### src/rtl/muldiv_unit.sv
// Multi-cycle multiply/divide unit with architectural HI/LO registers.
// Radix-2 shift-add multiply, restoring divide, one sign-fixup cycle.
module muldiv_unit #(
  parameter int unsigned WIDTH = 32,
  parameter int unsigned CNT_W = 6
) (
  input  logic             clock,
  input  logic             reset,
  input  logic             start,
  input  logic [2:0]       op,
  input  logic [WIDTH-1:0] rs,
  input  logic [WIDTH-1:0] rt,
  input  logic             flush,
  output logic             busy,
  output logic             done,
  output logic             div_by_zero,
  output logic [WIDTH-1:0] hi,
  output logic [WIDTH-1:0] lo
);

  localparam int unsigned PW      = 2 * WIDTH;
  localparam logic [2:0]  OP_MTHI = 3'd4;
  localparam logic [2:0]  OP_MTLO = 3'd5;

  typedef enum logic [1:0] {
    S_IDLE = 2'd0,
    S_RUN  = 2'd1,
    S_SIGN = 2'd2
  } state_e;

  state_e           state_q, state_d;
  logic [CNT_W-1:0] cnt_q, cnt_d;
  logic [WIDTH-1:0] opnd_q, opnd_d;
  logic [PW-1:0]    acc_q, acc_d;
  logic             neg_res_q, neg_res_d;
  logic             neg_rem_q, neg_rem_d;
  logic             is_div_q, is_div_d;
  logic             dbz_q, dbz_d;
  logic [WIDTH-1:0] hi_q, hi_d;
  logic [WIDTH-1:0] lo_q, lo_d;
  logic             busy_q, busy_d;
  logic             done_q, done_d;
  logic             dbz_out_q, dbz_out_d;

  logic             accept_c;
  logic             md_op_c;
  logic             div_op_c;
  logic             signed_op_c;
  logic             zero_div_c;
  logic             last_c;
  logic [WIDTH:0]   mul_sum_c;
  logic [WIDTH:0]   div_rem_c;
  logic [WIDTH:0]   div_diff_c;
  logic [PW-1:0]    step_c;
  logic [PW-1:0]    product_c;
  logic [WIDTH-1:0] quot_c;
  logic [WIDTH-1:0] rem_c;

  function automatic logic [WIDTH-1:0] magnitude(input logic [WIDTH-1:0] x, input logic sgn);
    return (sgn && x[WIDTH-1]) ? (~x + WIDTH'(1)) : x;
  endfunction

  // Op decode; flush in IDLE squashes any same-cycle request
  assign accept_c    = (state_q == S_IDLE) && start && !flush;
  assign md_op_c     = !op[2];
  assign div_op_c    = op[1];
  assign signed_op_c = !op[0];
  assign zero_div_c  = div_op_c && (rt == '0);
  assign last_c      = (cnt_q == CNT_W'(WIDTH - 1));

  // One radix-2 iteration; acc holds {partial, multiplier} or {remainder, quotient}
  always_comb begin
    mul_sum_c  = {1'b0, acc_q[PW-1:WIDTH]} + (acc_q[0] ? {1'b0, opnd_q} : '0);
    div_rem_c  = acc_q[PW-1:WIDTH-1];
    div_diff_c = div_rem_c - {1'b0, opnd_q};
    if (is_div_q) begin
      if (div_diff_c[WIDTH]) begin
        step_c = {div_rem_c[WIDTH-1:0], acc_q[WIDTH-2:0], 1'b0};
      end else begin
        step_c = {div_diff_c[WIDTH-1:0], acc_q[WIDTH-2:0], 1'b1};
      end
    end else begin
      step_c = {mul_sum_c, acc_q[WIDTH-1:1]};
    end
  end

  // Sign fixup applied in the SIGN cycle
  assign product_c = neg_res_q ? (~acc_q + PW'(1)) : acc_q;
  assign quot_c    = neg_res_q ? (~acc_q[WIDTH-1:0] + WIDTH'(1)) : acc_q[WIDTH-1:0];
  assign rem_c     = neg_rem_q ? (~acc_q[PW-1:WIDTH] + WIDTH'(1)) : acc_q[PW-1:WIDTH];

  // State register
  always_ff @(posedge clock) begin
    if (reset) begin
      state_q <= S_IDLE;
    end else begin
      state_q <= state_d;
    end
  end

  // Next-state logic
  always_comb begin
    state_d = state_q;
    unique case (state_q)
      S_IDLE: begin
        if (accept_c && md_op_c) begin
          state_d = zero_div_c ? S_SIGN : S_RUN;
        end
      end
      S_RUN: begin
        if (flush) begin
          state_d = S_IDLE;
        end else if (last_c) begin
          state_d = S_SIGN;
        end
      end
      S_SIGN:  state_d = S_IDLE;
      default: state_d = S_IDLE;
    endcase
  end

  // Datapath and output next values
  always_comb begin
    cnt_d     = cnt_q;
    opnd_d    = opnd_q;
    acc_d     = acc_q;
    neg_res_d = neg_res_q;
    neg_rem_d = neg_rem_q;
    is_div_d  = is_div_q;
    dbz_d     = dbz_q;
    hi_d      = hi_q;
    lo_d      = lo_q;
    done_d    = 1'b0;
    dbz_out_d = 1'b0;
    busy_d    = (state_d != S_IDLE);
    unique case (state_q)
      S_IDLE: begin
        if (accept_c) begin
          if (md_op_c) begin
            cnt_d     = '0;
            is_div_d  = div_op_c;
            dbz_d     = zero_div_c;
            neg_res_d = signed_op_c && (rs[WIDTH-1] ^ rt[WIDTH-1]);
            neg_rem_d = signed_op_c && rs[WIDTH-1];
            if (zero_div_c) begin
              opnd_d = rt;
              acc_d  = {{WIDTH{1'b0}}, rs};
            end else if (div_op_c) begin
              opnd_d = magnitude(rt, signed_op_c);
              acc_d  = {{WIDTH{1'b0}}, magnitude(rs, signed_op_c)};
            end else begin
              opnd_d = magnitude(rs, signed_op_c);
              acc_d  = {{WIDTH{1'b0}}, magnitude(rt, signed_op_c)};
            end
          end else if (op == OP_MTHI) begin
            hi_d = rs;
          end else if (op == OP_MTLO) begin
            lo_d = rs;
          end
        end
      end
      S_RUN: begin
        if (!flush) begin
          acc_d = step_c;
          cnt_d = cnt_q + CNT_W'(1);
        end
      end
      S_SIGN: begin
        if (!flush) begin
          done_d    = 1'b1;
          dbz_out_d = dbz_q;
          if (dbz_q) begin
            hi_d = acc_q[WIDTH-1:0];
            lo_d = '1;
          end else if (is_div_q) begin
            hi_d = rem_c;
            lo_d = quot_c;
          end else begin
            hi_d = product_c[PW-1:WIDTH];
            lo_d = product_c[WIDTH-1:0];
          end
        end
      end
      default: ;
    endcase
  end

  // Datapath and output registers
  always_ff @(posedge clock) begin
    if (reset) begin
      cnt_q     <= '0;
      opnd_q    <= '0;
      acc_q     <= '0;
      neg_res_q <= 1'b0;
      neg_rem_q <= 1'b0;
      is_div_q  <= 1'b0;
      dbz_q     <= 1'b0;
      hi_q      <= '0;
      lo_q      <= '0;
      busy_q    <= 1'b0;
      done_q    <= 1'b0;
      dbz_out_q <= 1'b0;
    end else begin
      cnt_q     <= cnt_d;
      opnd_q    <= opnd_d;
      acc_q     <= acc_d;
      neg_res_q <= neg_res_d;
      neg_rem_q <= neg_rem_d;
      is_div_q  <= is_div_d;
      dbz_q     <= dbz_d;
      hi_q      <= hi_d;
      lo_q      <= lo_d;
      busy_q    <= busy_d;
      done_q    <= done_d;
      dbz_out_q <= dbz_out_d;
    end
  end

  assign busy        = busy_q;
  assign done        = done_q;
  assign div_by_zero = dbz_out_q;
  assign hi          = hi_q;
  assign lo          = lo_q;

endmodule

### config.mk
export PLATFORM = sky130hd
export DESIGN_NAME = muldiv_unit
export DESIGN_NICKNAME = d
export VERILOG_FILES = /design/src/rtl/muldiv_unit.sv
export SDC_FILE = /design/constraint.sdc
export NUM_CORES = 1
export LEC_CHECK = 0
export BUFFER_PORTS_ARGS = -buffer_cell sky130_fd_sc_hd__buf_2
export CAP_MARGIN = 20
export CORE_UTILIZATION = 42
export CTS_BUF_LIST = sky130_fd_sc_hd__clkbuf_8
export CTS_CLUSTER_SIZE = 14
export DETAILED_ROUTE_END_ITERATION = 10
export MAX_ROUTING_LAYER = met4
export PLACE_DENSITY = 0.68
export SYNTH_ARGS = -nofsm -noshare
export SYNTH_HDL_FRONTEND = slang
export SYNTH_SLANG_ARGS = --single-unit
### constraint.sdc
create_clock -name clock -period 6.69 [get_ports clock]
set_input_delay 1.338 -clock clock [delete_from_list [all_inputs] [get_ports clock]]
set_output_delay 1.338 -clock clock [all_outputs]
set_load 0.005 [all_outputs]
==> impl_metrics.ini <==
[status]
status = finished clean

[worst_setup_path]
crit_fanout = 23
r2r_slack_ns = 2.19
crit_required_ns = 7.14
crit_path_frequent_cell = a21oi_1
crit_family = compound AO/OA/AOI/OAI gates
slowest_stage = nor2_4
r2r_end = acc_q[33]
crit_buf_inv = 2
start_kind = flop
critical_path_class = flop to flop
r2r-start = acc_q[31]
crit_path_end_kind = flop
worstPathCellList = inv_1 > ha_1 > fa_1 > nand2b_1 > a21oi_1 > o211ai_1 > a21oi_1 > a21oi_1 > a221o_1 > nor2_4 > buf_4 > mux2i_1 > o211ai_1 > a21oi_1
worst-r2r-cell-count = 14
cp_data_arrival_time_ns = 4.96
critPathMaxStageDelay_ns = 0.61

[timing]
maxSlewViolCount = 0
max_clock_freq_mhz = 222
fin_crit_sh_pct = 67.3
rsz0062_at_grt = false
tns_ns = 0
fin_crit_ns = 4.50
max-slew-margin-rel_pct = 21.3
hold_viol_final = 0
clock_skew_ns = 0.0192
worst_pin_slew_ns = 1.18
finalSetupViolCount = 0

[drt]
drc = 0
routed_wl_um = 60400
vias = 16519
wl_per_cell_um = 23.1
postRouteAntennaNets = 0
via_per_inst = 6.31
first_pass_iters = 6
drtIter0Drc = 2040

[clocking]
clk_latency_ns = 0.52
path_clk_slew_ns = 0.12
clock-sinks = 175
root_buffer = clkbuf_8
cts.path.max_buffers = 2
htree_levels = 4
cts_buffers = 17
cts_tree = yes
ctsResizeCount = 0
postCtsSetupRepairBufs = 0
hold_buffers = 0

[placed_design]
place_congestion = 1.03
hpwl_um = 45500
dp_cells = 2584
io_buffer_count = 137

[yosys]
syn_inst = 2119
netlist_area_sq_mm = 0.0152
synth_seq_cells = 175
yosysTopAreaCell = dfxtp_1
synthTopCellsByArea = dfxtp_1 (23%), a21oi_1 (7.1%), xnor2_1 (6.3%)
synth_warnings = 0
async_flop_share_pct = 0
syn_area_per_cell_sq_um = 7.17
synth_edf_count = 0
ys_seq_area_share_pct = 23.0
synthFlopType = dfxtp_1
syn_nets = 2261
synth_top_area_share_pct = 23.0
ys_types = 75

[finish]
drive_gt1_share_pct = 10.9
syn2layout_area_growth_pct = 8.69
nets = 2284
layoutNonFillerInstCount = 2618

[power_and_ir_drop]
p_comb_share_pct = 25.1
p_leak_uw = 0.00659
seqPwrFrac_pct = 43.1
pwr_density_cell_mw_per_mm2 = 156
sw_frac_of_total_pct = 37.2
power.switching_uw = 957
p_clk_share_pct = 31.8
ir_worst_vdd_mv = 0.121
p_int_uw = 1620

[global_route]
grt_use_total_pct = 33.2
grt_pass1_vias = 14552
grt_max_degree = 64
antenna_found_initial = 2
grt_pass1_wl_um = 89800
grt.overflow.total = 0

[min_path]
min-delay-start = opnd_q[30]
hold_end = opnd_q[30]
hold_path.class = flop to flop
hold_depth = 2

[floorplanning]
ios = 138
core_area_sq_mm = 0.0356
die_area_sq_mm = 0.0370
rows = 69
start_util_pct = 42.7
die_w_um = 192
die_h_um = 192

[run]
max-cap-violations = 0
==> power groups by stage <==
stage	logic [uW]	clock network [uW]	registers, uW
2_1_floorplan	446	0	1100
3_3_place_gp	622	0	1130
3_5_place_dp	626	0	1130
4_1_cts	629	827	1110
5_1_grt	691	865	1110
6_report	646	820	1110
==> Yosys cell counts, types with 10 or more instances <==
| library cell | number |
|---|---|
| dfxtp_1 | 175 |
| a31oi_1 | 19 |
| xor2_1 | 68 |
| nor2_1 | 223 |
| o22ai_1 | 11 |
| a21oi_1 | 216 |
| nor4_1 | 12 |
| o31ai_1 | 16 |
| a22oi_1 | 22 |
| and2_1 | 15 |
| clkbuf_1 | 137 |
| a21o_1 | 29 |
| xnor2_1 | 110 |
| o21a_1 | 18 |
| nand3_1 | 54 |
| ha_1 | 69 |
| or4_1 | 10 |
| nand2_1 | 221 |
| buf_1 | 15 |
| nor2b_1 | 25 |
| a211oi_1 | 36 |
| o211ai_1 | 38 |
| nor3_1 | 69 |
| inv_1 | 66 |
| o221ai_1 | 41 |
| nand2b_1 | 21 |
| o41ai_1 | 11 |
| o21ai_0 | 146 |
| mux2i_1 | 55 |
| nand4_1 | 15 |
| or3_1 | 17 |
==> worst max path at each step <==
stage	startpoint	to	slack (ns)	depth (start not counted)
floorplan	rt[14]	acc_q[6]	2.91	10
global placement	rt[2]	acc_q[7]	1.98	10
detailed placement	rt[2]	acc_q[7]	1.81	10
CTS	acc_q[31]	acc_q[40]	2.25	14
global route	acc_q[31]	acc_q[33]	1.94	14
finish	acc_q[31]	acc_q[33]	2.19	14
==> registers in the layout, summed over array words and instances (netlist names) <==
register,count
busy,1
lo,32
acc_q,64
cnt_q,6
dbz_q,1
div_by_zero,1
hi,32
done,1
state_q,2
neg_res_q,1
neg_rem_q,1
opnd_q,32
is_div_q,1
==> routing by layer <==
layer	share of wire, %	GRT usage, %	wire length [um]	vias up
met5	0	-	0	-
met4	4.9	15.0	2960	0
met3	9.5	5.61	5710	147
met2	41	46.6	25000	867
met1	44	46.0	26800	7787
li1	-	-	-	7718
==> cell usage in the layout (no fill, tap or decap), types with 28 or more instances in the layout <==
cell and instances:
nand2_1 221, nor2_1 220, a21oi_1 216, dfxtp_1 174, o21ai_0 146, buf_2 136, xnor2_1 110, ha_1 69
nor3_1 68, xor2_1 68, inv_1 66, mux2i_1 55, nand3_1 54, o221ai_1 41, o211ai_1 38, a211oi_1 36
a21o_1 29, buf_4 28
==> per-stage QoR <==
step	cell area (sq um)	total power (uW)	util [%]	hold WS [ns]	worst slack [ns]
finish	16500	2580	46.4	0.456	2.19
global route	16500	2670	46.4	0.469	1.94
CTS	16500	2560	46.4	0.458	2.25
detailed placement	16100	1760	45.2	0.441	1.81
global placement	16100	1750	45.2	0.437	1.98
floorplan	15200	1550	-	0.432	2.91
==> worst reg2reg max path, delay by kind of cell, from the launching register on <==
kind	cells	cell delay (ns)
AO/OA/AOI/OAI	7	1.75
adder cells (fa/ha/maj)	2	0.67
buffers and inverters	2	0.52
flip-flops	1	0.48
multiplexers	1	0.22
AND/OR/NAND/NOR	2	0.79
==> cell families (layout without fill, tap and decap cells) <==
kind of cell | Yosys count | count (layout) | synth area share, %
muxes | 64 | 64 | 4.29
and+or+nand+nor | 718 | 718 | 21.7
AOI/OAI and AO/OA | 687 | 687 | 29.0
buffers and inverters | 226 | 262 | 5.69
xor gates and xnor gates | 178 | 178 | 10.3
adders and majority gates | 71 | 71 | 5.94
DFF | 175 | 175 | 23.0
other | 0 | 2 | 0
==> layout make-up <==
type | instances | area [sq um]
Tap cell | 461 | 577
Clock buffer | 17 | 234
Fill cell | 3617 | 19000
Multi-Input combinational cell | 1718 | 10900
Timing Repair Buffer | 164 | 891
Inverter | 66 | 248
Clock inverter | 15 | 191
Antenna cell | 2 | 5.00
Sequential cell | 175 | 3500
No activity file was read; power rests on OpenSTA's default activity.
